==> config.mk <==
export PLATFORM = sky130hd
export DESIGN_NAME = stopwatch_ctrl
export DESIGN_NICKNAME = d
export VERILOG_FILES = /design/src/rtl/stopwatch_ctrl_pkg.sv /design/src/rtl/stopwatch_ctrl_btn_debounce.sv /design/src/rtl/stopwatch_ctrl.sv
export SDC_FILE = /design/constraint.sdc
export NUM_CORES = 1
export LEC_CHECK = 0
export CAP_MARGIN = 20
export CORE_ASPECT_RATIO = 0.8
export CORE_MARGIN = 5
export CORE_UTILIZATION = 30
export CTS_BUF_LIST = sky130_fd_sc_hd__clkbuf_2
export CTS_CLUSTER_SIZE = 30
export DETAILED_ROUTE_END_ITERATION = 10
export PLACE_DENSITY = 0.6
export SYNTH_ARGS = -nofsm -noshare
export SYNTH_HDL_FRONTEND = slang
export SYNTH_HIERARCHICAL = 1
export SYNTH_SLANG_ARGS = --single-unit
==> constraint.sdc <==
create_clock -name clk -period 2.72 [get_ports clk]
set_input_delay 0.816 -clock clk [delete_from_list [all_inputs] [get_ports clk]]
set_output_delay 0.816 -clock clk [all_outputs]
set_load 0.05 [all_outputs]
==> src/rtl/stopwatch_ctrl_pkg.sv <==
// Shared encodings and constants for the stopwatch sequencing controller.
package stopwatch_ctrl_pkg;
  localparam int BCD_W   = 4;
  localparam int NUM_DIG = 6;
  localparam int DIG_W   = NUM_DIG * BCD_W;
  localparam int LAP_W   = 4;
  localparam int NUM_BTN = 3;

  // Index of each button in the debouncer array
  localparam int BTN_START = 0;
  localparam int BTN_LAP   = 1;
  localparam int BTN_CLEAR = 2;

  localparam logic [DIG_W-1:0] MAX_TIME = 24'h595999;

  typedef enum logic [2:0] {
    ST_IDLE     = 3'd0,
    ST_RUNNING  = 3'd1,
    ST_LAP_HOLD = 3'd2,
    ST_PAUSED   = 3'd3,
    ST_DONE     = 3'd4
  } sw_state_t;
endpackage

==> src/rtl/stopwatch_ctrl_btn_debounce.sv <==
// 2-FF synchronizer, stable-count debouncer and rising-edge press pulse.
module btn_debounce #(
  parameter int DEBOUNCE_CYCLES = 16
) (
  input  logic clk,
  input  logic rst_n,
  input  logic btn_raw,
  output logic press
);
  localparam int CW = $clog2(DEBOUNCE_CYCLES + 1);

  logic [1:0]    sync_pipe;
  logic [CW-1:0] stable_cnt;
  logic          level, level_d;

  always_ff @(posedge clk or negedge rst_n) begin
    if (!rst_n) begin
      sync_pipe  <= '0;
      stable_cnt <= '0;
      level      <= 1'b0;
      level_d    <= 1'b0;
    end else begin
      sync_pipe <= {sync_pipe[0], btn_raw};
      level_d   <= level;
      // Any sample agreeing with the accepted level restarts the count
      if (sync_pipe[1] == level) begin
        stable_cnt <= '0;
      end else if (stable_cnt == CW'(DEBOUNCE_CYCLES - 1)) begin
        level      <= sync_pipe[1];
        stable_cnt <= '0;
      end else begin
        stable_cnt <= stable_cnt + 1'b1;
      end
    end
  end

  assign press = level & ~level_d;
endmodule

==> src/rtl/stopwatch_ctrl.sv <==
// Stopwatch sequencing FSM: button handling, tick gating, lap snapshots, display select.
module stopwatch_ctrl
  import stopwatch_ctrl_pkg::*;
#(
  parameter int DEBOUNCE_CYCLES = 16
) (
  input  logic              clk,
  input  logic              rst_n,
  input  logic              btn_start_raw,
  input  logic              btn_lap_raw,
  input  logic              btn_clear_raw,
  input  logic              tick_100hz,
  input  logic [DIG_W-1:0]  live_digits,
  output logic              cnt_enable,
  output logic              cnt_clear,
  output logic [DIG_W-1:0]  disp_digits,
  output logic [LAP_W-1:0]  lap_count,
  output logic [2:0]        state_o
);
  logic [NUM_BTN-1:0] btn_raw, btn_press;
  assign btn_raw = {btn_clear_raw, btn_lap_raw, btn_start_raw};

  for (genvar b = 0; b < NUM_BTN; b++) begin : g_db
    btn_debounce #(.DEBOUNCE_CYCLES(DEBOUNCE_CYCLES)) u_db (
      .clk     (clk),
      .rst_n   (rst_n),
      .btn_raw (btn_raw[b]),
      .press   (btn_press[b])
    );
  end

  sw_state_t          st, st_nxt;
  logic [DIG_W-1:0]   lap_q;
  logic               clr_nxt, lap_latch, lap_rst;
  logic               clr_ev, sta_ev, lap_ev, at_max, counting;

  // Single winner per cycle: clear > start > lap
  assign clr_ev   = btn_press[BTN_CLEAR];
  assign sta_ev   = btn_press[BTN_START] & ~clr_ev;
  assign lap_ev   = btn_press[BTN_LAP] & ~clr_ev & ~btn_press[BTN_START];
  assign at_max   = (live_digits == MAX_TIME);
  assign counting = (st == ST_RUNNING) || (st == ST_LAP_HOLD);

  always_ff @(posedge clk or negedge rst_n) begin
    if (!rst_n) st <= ST_IDLE;
    else        st <= st_nxt;
  end

  always_comb begin
    st_nxt    = st;
    clr_nxt   = 1'b0;
    lap_latch = 1'b0;
    lap_rst   = 1'b0;
    case (st)
      ST_IDLE: begin
        if (clr_ev)      clr_nxt = 1'b1;
        else if (sta_ev) st_nxt  = ST_RUNNING;
      end
      ST_RUNNING, ST_LAP_HOLD: begin
        if (sta_ev) st_nxt = ST_PAUSED;
        else if (lap_ev) begin
          lap_latch = 1'b1;
          st_nxt    = ST_LAP_HOLD;
        end else if (tick_100hz && at_max) st_nxt = ST_DONE;
      end
      ST_PAUSED: begin
        if (clr_ev) begin
          clr_nxt = 1'b1;
          lap_rst = 1'b1;
          st_nxt  = ST_IDLE;
        end else if (sta_ev) st_nxt = ST_RUNNING;
      end
      ST_DONE: begin
        if (clr_ev) begin
          clr_nxt = 1'b1;
          lap_rst = 1'b1;
          st_nxt  = ST_IDLE;
        end
      end
      default: st_nxt = ST_IDLE;
    endcase
  end

  always_ff @(posedge clk or negedge rst_n) begin
    if (!rst_n) begin
      cnt_clear <= 1'b0;
      lap_q     <= '0;
      lap_count <= '0;
    end else begin
      cnt_clear <= clr_nxt;
      if (lap_latch) lap_q <= live_digits;
      if (lap_rst)                                lap_count <= '0;
      else if (lap_latch && lap_count != '1)      lap_count <= lap_count + 1'b1;
    end
  end

  // The chain is held at 59:59.99 rather than allowed to wrap
  assign cnt_enable  = tick_100hz & counting & ~at_max;
  assign disp_digits = (st == ST_LAP_HOLD) ? lap_q : live_digits;
  assign state_o     = st;
endmodule

==> results of run 1 <==
## kinds of logic after synthesis
family                     count (synthesis)  synth area share, %
DFF                                       59                 51.6
and+or+nand+nor                           56                 12.7
muxes                                     52                 22.8
buffers and inverters                     10                 2.66
AOI/OAI and AO/OA                         19                 4.94
xor gates and xnor gates                  11                 3.63
adders and majority gates                  4                 1.75
## where the power goes
part | leakage [uW] | switching (uW) | total (uW) | internal, uW
clock network | 0.0000997 | 339 | 826 | 487
registers | 0.000744 | 19.9 | 931 | 911
logic | 0.00130 | 146 | 295 | 150
## stage by stage
stage	TNS (ns)	instances	worst slack, ns	total power, uW
3_5_place_dp	-0.615	405	-0.615	1220
4_1_cts	-2.06	428	-0.102	2070
3_3_place_gp	-0.621	405	-0.621	1220
5_1_grt	-3.64	430	-0.164	2150
2_1_floorplan	0	211	0.0814	1080
6_report	-1.01	430	-0.0593	2050
## layer usage
| layer | share of wire, % | track usage, % | wire length [um] | vias to the layer above |
|---|---|---|---|---|
| met1 | 50 | 15.7 | 3310 | 987 |
| met2 | 43 | 16.5 | 2870 | 51 |
| li1 | - | - | - | 962 |
| met5 | 0 | 0 | 0 | - |
| met3 | 5.3 | 4.66 | 349 | 8 |
| met4 | 1.6 | 3.56 | 106 | 0 |
## cells in the mapped netlist (all sizes together), types with 3 or more instances
library cell,instances,area share [%]
dfrtp,59,52
mux2,51,22
nor2,18,2.6
nand3,13,3.2
xor2,11,3.6
buf,6,2.1
nor4bb,5,1.7
o21ai,5,1.3
ha,4,1.7
inv,4,0.52
nor2b,4,0.87
and2,3,0.66
and3,3,0.79
## cell type report
cell class	count	share of cell area, %
multi-input combinational	142	34.8
sequential	59	34.6
timing repair buffer	94	22.5
tap	115	3.37
clock inverter	7	3.28
clock buffer	9	1.06
inverter	4	0.352
## final timing paths
path	from	depth (start not counted)	slack (ns)	end
setup / recovery	state_o[0]	5	-0.06	disp_digits[11]
hold / removal	rst_n	1	0.17	g_db[0].u_db/level_d
setup reg to reg	state_o[2]	5	0.63	lap_q[20]
hold reg to reg	g_db[1].u_db/sync_pipe[0]	0	0.37	g_db[1].u_db/sync_pipe[1]
max in group asynchronous	rst_n	2	1.99	lap_q[5]
min in group clk	g_db[1].u_db/sync_pipe[0]	0	0.37	g_db[1].u_db/sync_pipe[1]
## worst max-delay path, delay by kind of cell (launching register included)
kind / cells / cell delay [ns]
buffers and inverters: 3 / 0.47
flip-flops: 1 / 0.46
multiplexers: 1 / 0.31
AND/OR/NAND/NOR: 1 / 0.25
## layout by cell type, fill, tap and decap left out, types with 3 or more instances in the layout
cell / n
buf_8: 5
clkdlybuf4s50_1: 9
bufinv_16: 4
clkbuf_2: 18
nor2_1: 14
nor4bb_4: 3
buf_6: 18
and2_1: 3
nand3_2: 3
dlymetal6s2s_1: 3
mux2_4: 42
inv_1: 4
buf_2: 6
mux2_2: 6
buf_4: 27
nor2_2: 4
nor2b_1: 4
buf_12: 8
clkdlybuf4s15_1: 4
nand3_1: 9
o21ai_2: 3
mux2_1: 3
and3_2: 3
ha_1: 4
dfrtp_1: 57
xor2_1: 10
## sequential cells by signal, indices dropped and copies added (netlist names)
register / cells
g_db.u_db/level_d: 3
g_db.u_db/sync_pipe: 6
lap_q: 24
lap_count: 4
state_o: 3
g_db.u_db/level: 3
g_db.u_db/stable_cnt: 15
cnt_clear: 1
## repair_timing
| item | CTS | global route |
|---|---|---|
| gates resized for setup | 91 | 62 |
| pin swaps | 8 | 9 |
| gates cloned | 1 | 2 |
| setup endpoints to repair | 27 | 28 |
| buffers inserted | 7 | 2 |
==> results.yml, run 1 <==
status:
  outcome: "complete, but fails checks"
  violations: "setup timing"
logic_synthesis:
  ys_seq_area_share_pct: 51.6
  ys.flop_type: "dfrtp_1"
  synth_cells: 211
  ys_types: 39
  synth.cell_area_sq_um: 2860
  synth_seq_cells: 59
  synth_edf_count: 0
  syn_nets: 245
  avgSynthCellArea_sq_um: 13.6
  ys_warn_count: 6
  async_flop_share_pct: 100
die:
  dieArea_sq_um: 11600
  pin_count: 63
  start_util_pct: 31.2
  floorplan.core_area_sq_um: 9190
  die_x_um: 119
  std_cell_rows: 31
  die_y_um: 97.4
cts:
  cts_hold_buffers: 0
  clk_path_buf_depth: 2
  cts-buffers-inserted: 9
  path_clk_slew_ns: 0.18
  cts_root_buf: "clkbuf_2"
  cts_tree: "yes"
  htree_levels: 3
  cts_sinks: 59
  clk_latency_ns: 0.48
grt:
  grt_pass1_wl_um: 10600
  overflow: 0
  antenna_found_initial: 0
  grt_max_degree: 31
  grt_pass1_vias: 2095
  grt_util_all_layers_pct: 11.5
timing:
  holdWs_ns: 0.167
  grt_setup_unrepaired: "yes"
  max_freq_mhz: 360
  fin_ws_ns: -0.0593
  fin_crit_ns: 2.78
  slew_violations: 0
  final_hold_viol_count: 0
  worst_pin_slew_ns: 0.570
  finClkSkew_ns: 0.0245
  setup_viol: 24
  relSlewSlack_pct: 61.9
  final.period_utilization_pct: 102
finish:
  ff_latch_area_sq_um: 1480
  diodes: 0
  nFillCells: 830
  multiInputGateArea_sq_um: 1480
  fin_util_pct: 46.4
  stdcell_area_sq_um: 4270
  post_route_cells_drive_above_1_share_pct: 52.1
  area_growth_syn_to_layout_pct: 49.1
  nets: 344
setup_path:
  crit_chain: "nor3b_4 -> buf_12 -> clkbuf_16 -> mux2_4 -> buf_6"
  cp.arrival_ns: 1.96
  crit_slowest_cell: "dfrtp_1"
  endpoint_kind: "primary output"
  crit_required_ns: 1.90
  crit_type: "flop to primary output"
  cpPeakStageDelay_ns: 0.46
  start_kind: "flop"
  cp_max_fo: 6
hold_path:
  worstHoldPathType: "input port to asynchronous set/reset pin"
routing:
  drc_errors: 0
  wirelength_um: 6640
  vias: 2008
  viasPerCell: 4.67
  wire_per_inst_um: 15.4
  dr.pass1.iters: 4
  ant_nets: 0
  drt-initial-drc-count: 115
run:
  cap_viol_max_count: 0
placed_design:
  io_buffers: 62
  dpl_cell_area_sq_um: 3760
  gp_congestion: 0.731
  dp_hpwl_um: 4290
pwr:
  ir_drop_mv: 0.304
  cellPowerDensity_nw_per_um2: 481
  p_leak_uw: 0.00215
(Power assumes the default switching activity.)
==> inputs of run 2 (changes only) <==
--- a/config.mk
+++ b/config.mk
@@ -5,7 +5,7 @@
 export SDC_FILE = /design/constraint.sdc
 export NUM_CORES = 1
 export LEC_CHECK = 0
-export CAP_MARGIN = 20
+export CAP_MARGIN = 5
 export CORE_ASPECT_RATIO = 0.8
 export CORE_MARGIN = 5
 export CORE_UTILIZATION = 30
==> constraint.sdc (replaced) <==
create_clock -name clk -period 2.72 [get_ports clk]
set_input_delay 0.544 -clock clk [delete_from_list [all_inputs] [get_ports clk]]
set_output_delay 0.544 -clock clk [all_outputs]
set_load 0.05 [all_outputs]
==> results.yml, run 2 (synthesis gave the netlist of run 1 again) <==
status:
  outcome: "completed"
finish:
  final_cell_mix: "dfrtp_1, clkdlybuf4s50_1, buf_4"
  top_register: "lap_q"
  area_growth_syn_to_layout_pct: 31.8
  post_route_cells_drive_above_1_share_pct: 33.3
  finalNonFillerCells: 406
  largest_register_ffs: 24
  final_common_cell: "dfrtp_1"
  reg_top3: "lap_q (24), g_db.u_db/stable_cnt (15), g_db.u_db/sync_pipe (6)"
  fin_util_pct: 41.1
  nets: 320
  diodes: 0
placed_design:
  dp_hpwl_um: 4190
  dp_cells: 386
  io_buffers: 62
  gp_congestion: 0.706
grt:
  overflow: 0
  antenna_found_initial: 0
  grt_max_degree: 36
  grt_util_all_layers_pct: 10.3
  grt_pass1_vias: 1856
  grt_pass1_wl_um: 9600
timing:
  final.period_utilization_pct: 94.6
  finClkSkew_ns: 0.0162
  fin_crit_ns: 2.57
  worst_pin_slew_ns: 0.609
  finalSetupTns_ns: 0
  setup_viol: 0
  relSlewSlack_pct: 59.4
  slew_violations: 0
  max_freq_mhz: 389
  final_hold_viol_count: 0
cts:
  cts_sinks: 59
  clk_latency_ns: 0.47
  cts-buffers-inserted: 9
  path_clk_slew_ns: 0.17
  clk_path_buf_depth: 2
  htree_levels: 3
  cts_root_buf: "clkbuf_2"
  cts_tree: "yes"
pwr:
  ir_drop_mv: 0.194
  pwr-share-clk_pct: 34.4
  pwr-share-seq_pct: 52.1
  power_uw: 1790
  p_switching_uw: 474
  p_int_uw: 1310
  p_leak_uw: 0.00180
  swShare_pct: 26.5
  cellPowerDensity_nw_per_um2: 474
  combPwrFrac_pct: 13.5
setup_path:
  cp_max_fo: 24
  crit_slowest_cell: "dfrtp_2"
  start_kind: "flop"
  crit_chain: "nor3b_4 -> buf_12 -> mux2_1 -> buf_4"
  crit_required_ns: 2.18
  cpPeakStageDelay_ns: 0.53
  cp.arrival_ns: 2.03
  endpoint_kind: "primary output"
  crit_type: "flop to primary output"
hold_path:
  worstHoldPathType: "input port to asynchronous set/reset pin"
routing:
  drc_errors: 0
  viasPerCell: 4.55
  drt-initial-drc-count: 55
  dr.pass1.iters: 4
  wire_per_inst_um: 14.3
  wirelength_um: 5810
  vias: 1848
  ant_nets: 0
die:
  floorplan.core_area_sq_um: 9190
  die_x_um: 119
  dieArea_sq_um: 11600
  die_y_um: 97.4
  pin_count: 63
  start_util_pct: 31.2
  std_cell_rows: 31
run:
  cap_viol_max_count: 0
==> run 2: changes by cell type in the layout (fill, tap and decap cells not counted), sizes merged <==
cell and delta:
clkdlybuf4s15 -5, clkbuf -11, clkinv +2, clkdlybuf4s50 +24, dlygate4sd2 -2, buf -30, bufinv -2
==> run 2: final cells by class <==
type,instances,area (sq um)
inverter,4,15.0
sequential,59,1480
clock inverter,7,82.6
fill,871,5420
tap,115,144
timing repair buffer,70,658
clock buffer,9,45.0
multi-input combinational,142,1350
==> run 2: power groups by stage <==
stage	Clock [uW]	Combinational [uW]	Sequential [uW]
2_1_floorplan	0	132	942
3_3_place_gp	0	242	946
3_5_place_dp	0	244	947
4_1_cts	647	245	931
5_1_grt	686	262	935
6_report	615	242	931
==> run 2: final timing paths <==
| check | startpoint | end | slack (ns) | cells after the start |
|---|---|---|---|---|
| hold / removal | rst_n | g_db[0].u_db/sync_pipe[1] | 0.06 | 1 |
| setup reg to reg | g_db[2].u_db/level | lap_q[11] | 0.79 | 4 |
| min in group clk | g_db[2].u_db/sync_pipe[0] | g_db[2].u_db/sync_pipe[1] | 0.37 | 0 |
| hold reg to reg | g_db[2].u_db/sync_pipe[0] | g_db[2].u_db/sync_pipe[1] | 0.37 | 0 |
| max in group asynchronous | rst_n | lap_q[4] | 2.06 | 2 |
| setup / recovery | state_o[0] | disp_digits[13] | 0.15 | 4 |
==> run 2: timing repair <==
action / CTS / global route
endpoints found under the setup margin: 25 / 25
hold endpoints to repair: 0 / 0
hold buffers: 0 / 0
pin swaps: 0 / 2
resized for setup: 2 / 9
buffers inserted: 0 / 4
==> run 2: critical path: cells and delay by family, from the launching register on <==
kind	cells	cell delay (ns)
mux	1	0.35
simple gates	1	0.26
flops	1	0.53
buf+inv	2	0.41
==> run 2: routing by layer <==
metal  up-vias  global-route usage (%)  wire (um)
met1       885                    14.7       3000
met3         2                    4.31        342
met5         -                       0          0
met2        50                    14.1       2420
met4         0                    3.21         46
li1        911                       -          -
==> run 2: per-stage QoR <==
| step | hold slack, ns | setup slack (ns) | instance area [sq um] |
|---|---|---|---|
| after floorplan | 0.248 | 0.147 | 2870 |
| after global placement | 0.334 | -0.0518 | 3570 |
| after detailed placement | 0.335 | -0.0618 | 3570 |
| after CTS | 0.0156 | 0.00265 | 3710 |
| after global routing | 0.0281 | -0.0141 | 3770 |
| final | 0.0596 | 0.148 | 3770 |
==> inputs of run 3 (changes only) <==
--- a/config.mk
+++ b/config.mk
@@ -7,12 +7,13 @@
 export LEC_CHECK = 0
 export CAP_MARGIN = 5
 export CORE_ASPECT_RATIO = 0.8
-export CORE_MARGIN = 5
+export CORE_MARGIN = 4
 export CORE_UTILIZATION = 30
 export CTS_BUF_LIST = sky130_fd_sc_hd__clkbuf_2
 export CTS_CLUSTER_SIZE = 30
 export DETAILED_ROUTE_END_ITERATION = 10
 export PLACE_DENSITY = 0.6
+export SLEW_MARGIN = 5
 export SYNTH_ARGS = -nofsm -noshare
 export SYNTH_HDL_FRONTEND = slang
 export SYNTH_HIERARCHICAL = 1
==> results.yml, run 3 (synthesis gave the netlist of run 1 again) <==
timing:
  grt_setup_unrepaired: "yes"
  relSlewSlack_pct: 65.6
  max_freq_mhz: 381
  fin_crit_ns: 2.62
  finalSetupTns_ns: 0
  slew_violations: 0
  holdWs_ns: 0.368
  finClkSkew_ns: 0.0188
  setup_viol: 0
  fin_ws_ns: 0.0964
  worst_pin_slew_ns: 0.515
  final.period_utilization_pct: 96.5
  final_hold_viol_count: 0
die:
  pin_count: 63
  die_y_um: 95.4
  floorplan.core_area_sq_um: 9190
  dieArea_sq_um: 11200
  die_x_um: 117
  start_util_pct: 31.2
  std_cell_rows: 31
cts:
  clk_path_buf_depth: 2
  cts_sinks: 59
  path_clk_slew_ns: 0.16
  clk_latency_ns: 0.47
  cts_setup_buffers: 0
  cts-buffers-inserted: 9
  cts_root_buf: "clkbuf_2"
  cts_tree: "yes"
  htree_levels: 3
setup_path:
  cp.arrival_ns: 2.08
  reg2regPathDepth: 5
  cp_max_fo: 3
  r2r_slack_ns: 0.75
  cp-startpoint: "live_digits[7]"
  crit_required_ns: 2.18
  crit_type: "input port to primary output"
  r2r_end: "lap_q[11]"
  crit-reg2reg-launch: "g_db[2].u_db/level"
  start_kind: "input port"
  endpoint_kind: "primary output"
placed_design:
  dp_slack_ns: -0.000250
  dp_hpwl_um: 4110
  io_buffers: 62
  gp_congestion: 0.740
  dp_cells: 390
finish:
  largest_register_ffs: 24
  post_route_cells_drive_above_1_share_pct: 32.5
  finalNonFillerCells: 407
  area_growth_syn_to_layout_pct: 31.5
  nFillCells: 857
  final_cell_mix: "dfrtp_1, clkdlybuf4s50_1, buf_4"
  top_register: "lap_q"
  nets: 321
  final_common_cell: "dfrtp_1"
  diodes: 0
  reg_top3: "lap_q (24), g_db.u_db/stable_cnt (15), g_db.u_db/sync_pipe (6)"
pwr:
  cellPowerDensity_nw_per_um2: 499
  power_uw: 1880
  ir_drop_mv: 0.228
  p_leak_uw: 0.00179
grt:
  antenna_found_initial: 0
  overflow: 0
  grt_max_degree: 32
  grt_util_all_layers_pct: 11.4
  grt_pass1_wl_um: 9660
  grt_pass1_vias: 1926
run:
  cap_viol_max_count: 0
routing:
  dr.pass1.iters: 4
  viasPerCell: 4.59
  wirelength_um: 5770
  vias: 1869
  drc_errors: 0
  wire_per_inst_um: 14.2
  drt-initial-drc-count: 87
  ant_nets: 0
hold_path:
  hold_start: "g_db[1].u_db/sync_pipe[0]"
  min_to: "g_db[1].u_db/sync_pipe[1]"
  worstHoldPathType: "flop to flop"
  hold_depth: 0
status:
  outcome: "completed"
## run 3: per-stage QoR
step | area [sq um] | util (%)
2_1_floorplan | 2870 | -
4_1_cts | 3760 | 40.9
3_5_place_dp | 3590 | 39.1
5_1_grt | 3770 | 41.0
6_report | 3770 | 41.0
3_3_place_gp | 3590 | 39.1
## run 3: worst max-delay path by stage
| stage | endpoint | slack [ns] | cells past startpoint |
|---|---|---|---|
| 3_3_place_gp | cnt_enable | 0.004 | 7 |
| 4_1_cts | cnt_enable | 0.01 | 7 |
| 5_1_grt | cnt_enable | -0.03 | 7 |
| 2_1_floorplan | cnt_enable | 0.15 | 3 |
| 3_5_place_dp | cnt_enable | -0.0002 | 7 |
| 6_report | cnt_enable | 0.1 | 7 |
## run 3: routing by layer
layer	vias up	track usage, %	part of all wire [%]
li1	909	-	-
met1	901	16.3	51
met2	51	15.3	43
met3	8	3.11	4.6
met4	0	6.30	1.9
met5	-	0	0
## run 3: what timing repair did
item | in CTS | in global routing
endpoints found under the hold margin | 8 | 0
resized for setup | 1 | 2
hold buffers | 1 | 0
setup endpoints to repair | 1 | 25
## run 3: report_power, final
group          internal, uW  total, uW  switching (uW)  leakage, uW
Combinational           110        241             131     0.000951
Sequential              911        931            20.5     0.000745
Clock                   387        708             322    0.0000884
Total                  1410       1880             473      0.00179
## run 3: area by class of cell
type / count / area [sq um] / area share, %
clock buffer: 9 / 45.0 / 1.20
inverter: 4 / 15.0 / 0.399
timing repair buffer: 71 / 648 / 17.2
multi-input combinational: 142 / 1330 / 35.3
tap: 115 / 144 / 3.82
clock inverter: 7 / 106 / 2.82
sequential: 59 / 1480 / 39.2
## run 3: critical path, stage by stage
cell and delay [ns]:
clkdlybuf4s50_1 0.49, nor4bb_2 0.35, buf_4 0.17, nand4_1 0.12, nor2_1 0.15, nor4bb_2 0.08, buf_12 0.17
